**src/rtl/conv_wload_if.sv**
```systemverilog
// Handshake and memory-side bundle between the layer controller, conv_wload,
// the weight memory and the weight-register chain.
interface conv_wload_if #(
  parameter int unsigned WADDR = 16
);
  logic             start;
  logic [WADDR-1:0] base_addr;
  logic             mem_re;
  logic [WADDR-1:0] mem_addr;
  logic             wreg_we;
  logic             busy;
  logic             done;

  modport master (
    output start, base_addr,
    input  mem_re, mem_addr, wreg_we, busy, done
  );

  modport slave (
    input  start, base_addr,
    output mem_re, mem_addr, wreg_we, busy, done
  );
endinterface

```
**src/rtl/conv_wload.sv**
```systemverilog
// Weight-fetch sequencer: reads FSIZE*FSIZE consecutive weight words and
// issues one chain shift-enable per word, aligned with the memory read data.
module conv_wload #(
  parameter int unsigned DWIDTH = 16,
  parameter int unsigned WADDR  = 16,
  parameter int unsigned FSIZE  = 5
) (
  input logic         clk,
  input logic         xrst,
  conv_wload_if.slave bus
);
  localparam int unsigned TAPS  = FSIZE * FSIZE;
  localparam int unsigned CNT_W = $clog2(TAPS);

  // Read data flows memory -> chain outside this block; width only sanity-checked.
  if (DWIDTH == 0) begin : g_bad_dwidth
    $error("conv_wload: DWIDTH must be non-zero");
  end

  typedef enum logic [1:0] {
    S_IDLE,
    S_FETCH,
    S_DRAIN
  } state_t;

  state_t           r_state;
  logic [CNT_W-1:0] r_cnt;
  logic [WADDR-1:0] r_addr;
  logic             r_re;
  logic             r_we;
  logic             r_busy;
  logic             r_done;

  // First FETCH edge raises mem_re at base; later edges advance address/count.
  // DRAIN also accepts start so continuous loads repeat every 27 cycles.
  always_ff @(posedge clk or negedge xrst) begin
    if (!xrst) begin
      r_state <= S_IDLE;
      r_cnt   <= '0;
      r_addr  <= '0;
      r_re    <= 1'b0;
      r_we    <= 1'b0;
      r_busy  <= 1'b0;
      r_done  <= 1'b0;
    end else begin
      r_we   <= r_re;
      r_done <= 1'b0;
      case (r_state)
        S_IDLE: begin
          r_busy <= 1'b0;
          r_cnt  <= '0;
          if (bus.start) begin
            r_state <= S_FETCH;
            r_addr  <= bus.base_addr;
          end
        end
        S_FETCH: begin
          r_busy <= 1'b1;
          if (r_re && (r_cnt == CNT_W'(TAPS - 1))) begin
            r_state <= S_DRAIN;
            r_re    <= 1'b0;
          end else begin
            r_re <= 1'b1;
            if (r_re) begin
              r_addr <= r_addr + WADDR'(1);
              r_cnt  <= r_cnt + CNT_W'(1);
            end
          end
        end
        S_DRAIN: begin
          r_busy <= 1'b0;
          r_done <= 1'b1;
          r_cnt  <= '0;
          if (bus.start) begin
            r_state <= S_FETCH;
            r_addr  <= bus.base_addr;
          end else begin
            r_state <= S_IDLE;
          end
        end
        default: r_state <= S_IDLE;
      endcase
    end
  end

  assign bus.mem_re   = r_re;
  assign bus.mem_addr = r_addr;
  assign bus.wreg_we  = r_we;
  assign bus.busy     = r_busy;
  assign bus.done     = r_done;
endmodule

```
**src/flat_wrapper.sv**
```systemverilog
// flat-port wrapper written by rule: the top's interface ports become plain ports
module conv_wload_flat 
#(
  parameter int unsigned DWIDTH = 16,
  parameter int unsigned WADDR  = 16,
  parameter int unsigned FSIZE  = 5
)
  (clk, xrst, bus_start, bus_base_addr, bus_mem_re, bus_mem_addr, bus_wreg_we, bus_busy, bus_done);
  conv_wload_if #(.WADDR(WADDR)) bus_i ();
  input logic clk;
  input logic xrst;
  input wire logic [$bits(bus_i.start)-1:0] bus_start;
  input wire logic [$bits(bus_i.base_addr)-1:0] bus_base_addr;
  output wire logic [$bits(bus_i.mem_re)-1:0] bus_mem_re;
  output wire logic [$bits(bus_i.mem_addr)-1:0] bus_mem_addr;
  output wire logic [$bits(bus_i.wreg_we)-1:0] bus_wreg_we;
  output wire logic [$bits(bus_i.busy)-1:0] bus_busy;
  output wire logic [$bits(bus_i.done)-1:0] bus_done;
  assign bus_i.start = bus_start;
  assign bus_i.base_addr = bus_base_addr;
  assign bus_mem_re = bus_i.mem_re;
  assign bus_mem_addr = bus_i.mem_addr;
  assign bus_wreg_we = bus_i.wreg_we;
  assign bus_busy = bus_i.busy;
  assign bus_done = bus_i.done;
  conv_wload #(.DWIDTH(DWIDTH), .WADDR(WADDR), .FSIZE(FSIZE)) u_core (.clk(clk), .xrst(xrst), .bus(bus_i));
endmodule
```
**config.mk**
```make
export PLATFORM = sky130hd
export DESIGN_NAME = conv_wload_flat
export DESIGN_NICKNAME = d
export VERILOG_FILES = /design/src/rtl/conv_wload_if.sv /design/src/rtl/conv_wload.sv /design/src/flat_wrapper.sv
export SDC_FILE = /design/constraint.sdc
export NUM_CORES = 1
export LEC_CHECK = 0
export ABC_CLOCK_PERIOD_IN_PS = 2500
export CAP_MARGIN = 20
export CORE_MARGIN = 3
export CORE_UTILIZATION = 30
export CTS_BUF_LIST = sky130_fd_sc_hd__clkbuf_8
export DETAILED_ROUTE_END_ITERATION = 8
export PLACE_DENSITY = 0.62
export SLEW_MARGIN = 20
export SYNTH_ARGS = -nofsm -noshare
export SYNTH_HDL_FRONTEND = slang
export SYNTH_SLANG_ARGS = --single-unit
```
**constraint.sdc**
```tcl
create_clock -name clk -period 2.5 [get_ports clk]
set_input_delay 0.75 -clock clk [delete_from_list [all_inputs] [get_ports clk]]
set_output_delay 0.75 -clock clk [all_outputs]
set_load 0.005 [all_outputs]
```
==> flow_summary_export.csv, run 1 <==
group,metric,value,unit
timing,fmax,0.448,GHz
critical_path,cp-start-kind,"flop",
timing,rsz0062_at_grt,"false",
synthesis,ys_seq_area_share,42.4,%
die,io_pins,39,
final_layout,num_antenna_cells,0,
worst_hold_path,min_from,"u_core.bus.busy",
critical_path,worst_path_largest_cell_delay,0.53,ns
worst_hold_path,hold_depth,1,
timing,min_period,2.23,ns
detailed_routing,ant_nets,0,
global_route,grt_usage,12.1,%
place,dp.cells,260,
power,ir_drop,0.000430,V
timing,finClkSkew,0.00704,ns
clock_tree,clk_pin_slew_worst_paths,0.10,ns
timing,slew_viol_final,0,
clock_tree,cts_made_buffers,3,
timing,hold_violations,0,
synthesis,synth_area_leaders,"dfrtp_1 (42%), a211oi_1 (7.1%), xnor2_1 (6.6%)",
synthesis,syn_nets,184,
critical_path,required,2.71,ns
status,run_status,"finished, final reports clean",
synthesis,synth_edf_count,0,
final_layout,synthToLayoutAreaGrowth,28.9,%
synthesis,netlist_instances,162,
place,dp_slack,0.266,ns
clock_tree,cts_tree,"built",
detailed_routing,drtIter0Drc,48,
worst_hold_path,hp-class,"reg -> reg",
critical_path,critPathMaxFanout,11,
timing,period_share,89.2,%
detailed_routing,vias,1303,
critical_path,r2r-start,"u_core.r_cnt[0]",
die,row_count,25,
clock_tree,cts-resized-gates,0,
detailed_routing,vias_per_cell,4.94,
die,dieWidth,78.9,um
place,numPortBuffers,38,
synthesis,yosys.area.top_type,"dfrtp_1",
place,gp_congestion,0.766,
clock_tree,clkSinkCount,27,
place,place_hpwl,2510,um
power,total_leakage_power,0.753,nW
synthesis,synth_area_per_cell,9.83,sq um
place,dpl-instance-area,2010,sq um
final_layout,drive_gt1_share,6.09,%
final_layout,layout.nets,220,
synthesis,postSynth.asyncResetShare,100,%
synthesis,syn_area,1590,sq um
synthesis,synth_top_cell_area_share,42.4,%
critical_path,cp_slowest_cell,"or4_1",
synthesis,synth.distinct_cells,38,
global_route,grt_max_degree,33,
die,initial_core_util,32.4,%
critical_path,reg2regPathDepth,6,
critical_path,worst-setup-path-type,"reg -> reg",
critical_path,worstPathArrival,2.44,ns
critical_path,end_kind,"flop",
clock_tree,clk_latency,0.28,ns
timing,finalWorstSetupSlack,0.270,ns
timing,worst_slew_pin_slew,0.908,ns
job,drv_cap,0,
die,die_area,6220,sq um
detailed_routing,firstDrtPassIters,4,
clock_tree,clock_path_buffers,2,
final_layout,fin_cells,264,
timing,setup_viol,0,
clock_tree,cts_hold_buf,0,
timing,fin_setup_tns,0,ns
detailed_routing,drc,0,
die,fp.coreArea,4910,sq um
timing,relSlewSlack,39.4,%
final_layout,final_area,2050,sq um
critical_path,r2r_end,"u_core.bus.mem_addr[15]",
clock_tree,post_cts_buffers,0,
global_route,grt_pass1_vias,1310,
power,p_per_area,1090,nW/um^2
clock_tree,htree_levels,1,
synthesis,yosys_warnings,0,
worst_hold_path,hold_end,"u_core.bus.busy",
clock_tree,clockRootBuffer,"clkbuf_8",
global_route,grt_pass1_wl,6040,um
synthesis,synth.ff_latch_count,27,
critical_path,cp_cell_sequence,"inv_1 > ha_1 > and4b_1 > or3_1 > or4_1 > a31oi_1",
global_route,grt_overflow,0,
critical_path,reg2reg_slack,0.27,ns
detailed_routing,wl_per_cell,13.3,um
global_route,antenna_found_initial,0,
detailed_routing,wl,3500,um
synthesis,ys.flop_type,"dfrtp_1",
die,fp.dieH,78.9,um
-- Yosys cell counts, drive strengths merged, types with 4 or more instances --
library cell	number
o21ai	4
nand2	7
dfrtp	27
a211oi	15
a21oi	12
a31oi	6
nor2b	13
nor2	6
and2	5
xnor2	12
nand3	5
or3	6
clkbuf	7
inv	5
-- where the power goes --
group	leakage (nW)	total [mW]	internal (mW)	switching, mW
sequential	0.307	0.915	0.638	0.277
combinational	0.420	1.07	0.651	0.421
clock	0.0269	0.249	0.110	0.139
-- critical path: cells and delay by family (launching register included) --
| family | cells | cell delay [ns] |
|---|---|---|
| DFF | 1 | 0.41 |
| and+or+nand+nor | 3 | 1.34 |
| buffers and inverters | 1 | 0.06 |
| adders and majority gates | 1 | 0.20 |
| AOI/OAI and AO/OA | 1 | 0.16 |
-- layout make-up --
cell class | count | area [sq um]
sequential | 27 | 676
multi-input combinational | 120 | 815
clock buffer | 3 | 41.3
clock inverter | 1 | 3.75
tap | 67 | 83.8
fill | 530 | 2860
inverter | 5 | 18.8
timing repair buffer | 41 | 415
-- kinds of logic after synthesis --
group	Yosys count	share of synthesized area, %
AND/OR/NAND/NOR	60	23.3
AO/OA/AOI/OAI	41	16.3
flip-flops	27	42.4
buffers and inverters	15	6.44
XOR/XNOR	13	7.15
multiplexers	3	2.04
adder cells (fa/ha/maj)	3	2.36
-- cell usage in the layout (no fill, tap or decap), types with 2 or more instances in the layout --
master	n
ha_1	3
nor4_1	3
xnor2_1	12
inv_1	6
mux2_2	2
nor2b_1	13
o31ai_1	2
nand4b_1	2
o21ai_0	4
or3_1	5
nand2_1	7
and2_1	5
nand3_1	4
a211oi_1	15
dfrtp_1	27
a21oi_1	12
clkdlybuf4s50_1	38
a31oi_1	6
or4_1	2
clkbuf_8	3
nand4_1	3
nor2_1	6
buf_4	2
-- through the flow --
step,total power [mW],utilization (%),hold slack [ns]
after floorplan,1.56,-,0.454
after global placement,1.99,40.9,0.464
after detailed placement,2.02,40.9,0.483
after CTS,2.27,41.8,0.505
after global routing,2.45,41.8,0.545
final,2.24,41.8,0.493
-- state kept, by name (all words and copies together) (netlist names) --
register / cells
u_core.bus.busy: 1
u_core.bus.done: 1
u_core.bus.mem_addr: 16
u_core.bus.mem_re: 1
u_core.bus.wreg_we: 1
u_core.r_cnt: 5
u_core.r_state: 2
-- how the worst max path moves through the flow --
stage / from / to / slack [ns] / depth (start not counted)
5_1_grt: u_core.r_cnt[0] / u_core.bus.mem_addr[15] / 0.14 / 6
3_3_place_gp: u_core.r_cnt[0] / u_core.bus.mem_addr[15] / 0.32 / 6
2_1_floorplan: u_core.r_cnt[0] / u_core.bus.mem_addr[14] / 0.47 / 7
6_report: u_core.r_cnt[0] / u_core.bus.mem_addr[15] / 0.27 / 6
4_1_cts: u_core.r_cnt[0] / u_core.bus.mem_addr[15] / 0.25 / 6
3_5_place_dp: u_core.r_cnt[0] / u_core.bus.mem_addr[15] / 0.27 / 6
-- per-layer routing --
| metal | GRT usage, % | routed length [um] |
|---|---|---|
| met1 | 15.7 | 1700 |
| met2 | 19.9 | 1610 |
| met3 | 2.49 | 146 |
| met4 | 4.12 | 44 |
| met5 | 0 | 0 |
Power figures use the tool's default switching activity.
==> run 2, diff against run 1 <==
--- a/config.mk
+++ b/config.mk
@@ -7,11 +7,12 @@
 export LEC_CHECK = 0
 export ABC_CLOCK_PERIOD_IN_PS = 2500
 export CAP_MARGIN = 20
+export CORE_ASPECT_RATIO = 1.1
 export CORE_MARGIN = 3
-export CORE_UTILIZATION = 30
+export CORE_UTILIZATION = 51
 export CTS_BUF_LIST = sky130_fd_sc_hd__clkbuf_8
 export DETAILED_ROUTE_END_ITERATION = 8
-export PLACE_DENSITY = 0.62
+export PLACE_DENSITY = 0.91
 export SLEW_MARGIN = 20
 export SYNTH_ARGS = -nofsm -noshare
 export SYNTH_HDL_FRONTEND = slang
==> flow_summary_export.csv, run 2 (same netlist as run 1, synthesis figures left out) <==
group,metric,value,unit
clock_tree,cts_made_buffers,3,
critical_path,reg2regPathDepth,6,
die,fp.dieH,64.6,um
power,p_comb_share,48.5,%
clock_tree,clk_latency,0.28,ns
timing,setup_viol,0,
timing,period_share,90.1,%
critical_path,cp-start-kind,"flop",
global_route,grt_pass1_vias,1398,
critical_path,critPathMaxFanout,7,
clock_tree,cts-resized-gates,0,
place,numPortBuffers,38,
critical_path,worst_path_largest_cell_delay,0.56,ns
power,total_leakage_power,0.754,nW
critical_path,worst-setup-path-type,"reg -> reg",
die,fp.coreArea,2880,sq um
place,place_hpwl,2600,um
final_layout,fillCellCount,220,
job,drv_cap,0,
power,sw_frac_of_total,38.4,%
power,p_per_area,1130,nW/um^2
global_route,grt_max_degree,28,
die,initial_core_util,55.3,%
global_route,antenna_found_initial,0,
power,intPower,1.40,mW
power,ir_drop,0.000709,V
global_route,grt_pass1_wl,6040,um
clock_tree,cts_tree,"built",
timing,slew_viol_final,0,
critical_path,cp_cell_sequence,"inv_1 > ha_1 > and4b_1 > or3_1 > or4_1 > a31oi_1",
timing,hold_violations,0,
detailed_routing,vias_per_cell,5.96,
global_route,grt_overflow,0,
global_route,grt_busiest_layer,"met2",
detailed_routing,vias,1376,
power,pwr-share-seq,40.2,%
detailed_routing,firstDrtPassIters,4,
clock_tree,clkSinkCount,27,
die,io_pins,39,
detailed_routing,wl,3650,um
timing,fin_setup_tns,0,ns
timing,relSlewSlack,50.8,%
detailed_routing,ant_nets,0,
worst_hold_path,hold_depth,1,
clock_tree,clock_path_buffers,2,
detailed_routing,drtIter0Drc,80,
final_layout,num_antenna_cells,0,
clock_tree,clockRootBuffer,"clkbuf_8",
detailed_routing,drc,0,
power,fin_total_pwr,2.28,mW
timing,rsz0062_at_grt,"false",
final_layout,layout_common_cells,"clkdlybuf4s50_1 (38), dfrtp_1 (27), a211oi_1 (15), nor2b_1 (13)",
detailed_routing,wl_per_cell,15.8,um
worst_hold_path,hp-class,"reg -> reg",
power,netSwitchingPower,0.875,mW
final_layout,largest_reg_flops,16,
die,dieWidth,59.3,um
critical_path,end_kind,"flop",
clock_tree,clk_pin_slew_worst_paths,0.10,ns
timing,fmax,0.444,GHz
timing,min_period,2.25,ns
global_route,grt_util_met2,35.7,%
timing,finClkSkew,0.00566,ns
final_layout,final_common_cell,"clkdlybuf4s50_1",
status,run_status,"finished, final reports clean",
clock_tree,cts_hold_buf,0,
global_route,grt_usage,20.2,%
place,gp_congestion,0.813,
die,row_count,20,
die,die_area,3830,sq um
global_route,use_met3,4.18,%
final_layout,synthToLayoutAreaGrowth,26.9,%
clock_tree,post_cts_buffers,0,
final_layout,layout.nets,221,
global_route,grt_util_met1,23.3,%
critical_path,worstPathArrival,2.45,ns
final_layout,drive_gt1_share,7.07,%
timing,worst_slew_pin_slew,0.737,ns
critical_path,required,2.70,ns
critical_path,cp_slowest_cell,"or4_1",
power,clkPwrFrac,11.4,%
clock_tree,htree_levels,1,
-- run 2: per-layer routing --
layer / up-vias / wire [um] / part of all wire (%)
met5: - / 0 / 0
met4: 0 / 51 / 1.4
met3: 7 / 128 / 3.5
met2: 27 / 1940 / 53
met1: 683 / 1530 / 42
li1: 659 / - / -
-- run 2: path summary, 6_finish.rpt --
| check | from | endpoint | slack (ns) |
|---|---|---|---|
| worst min register to register | u_core.bus.busy | u_core.bus.busy | 0.50 |
| worst min-delay path | u_core.bus.busy | u_core.bus.busy | 0.50 |
| worst max-delay path | u_core.r_cnt[0] | u_core.bus.mem_addr[15] | 0.25 |
| max in group asynchronous | xrst | u_core.bus.mem_addr[14] | 1.41 |
| worst max register to register | u_core.r_cnt[0] | u_core.bus.mem_addr[15] | 0.25 |
| min in group asynchronous | xrst | u_core.bus.mem_addr[3] | 0.83 |
-- run 2: cell type report --
type	instances	area [sq um]	share of cell area [%]
multi-input combinational	120	815	40.3
sequential	27	676	33.4
clock buffer	3	41.3	2.04
tap	33	41.3	2.04
inverter	5	18.8	0.928
timing repair buffer	42	423	20.9
clock inverter	1	7.51	0.371
-- run 2: critical path, delay by kind of cell (launching register included) --
family          cells  cell delay [ns]
buf+inv             1             0.06
simple gates        3             1.28
compound gates      1             0.20
flops               1             0.42
fa+ha+maj           1             0.21
-- run 2: power by group through the flow --
stage	clock [mW]	sequential, mW	combinational [mW]
3_3_place_gp	0	0.896	1.05
3_5_place_dp	0	0.915	1.10
2_1_floorplan	0	0.846	0.710
6_report	0.259	0.916	1.10
5_1_grt	0.284	0.953	1.22
4_1_cts	0.264	0.911	1.12
-- run 2: stage by stage --
stage / instances / setup WS, ns / util [%] / hold slack (ns) / area (sq um)
2_1_floorplan: 162 / 0.472 / - / 0.454 / 1590
3_5_place_dp: 227 / 0.270 / 68.6 / 0.477 / 1970
4_1_cts: 231 / 0.248 / 70.3 / 0.505 / 2020
6_report: 231 / 0.247 / 70.3 / 0.502 / 2020
5_1_grt: 231 / 0.195 / 70.3 / 0.525 / 2020
3_3_place_gp: 227 / 0.354 / 68.6 / 0.466 / 1970
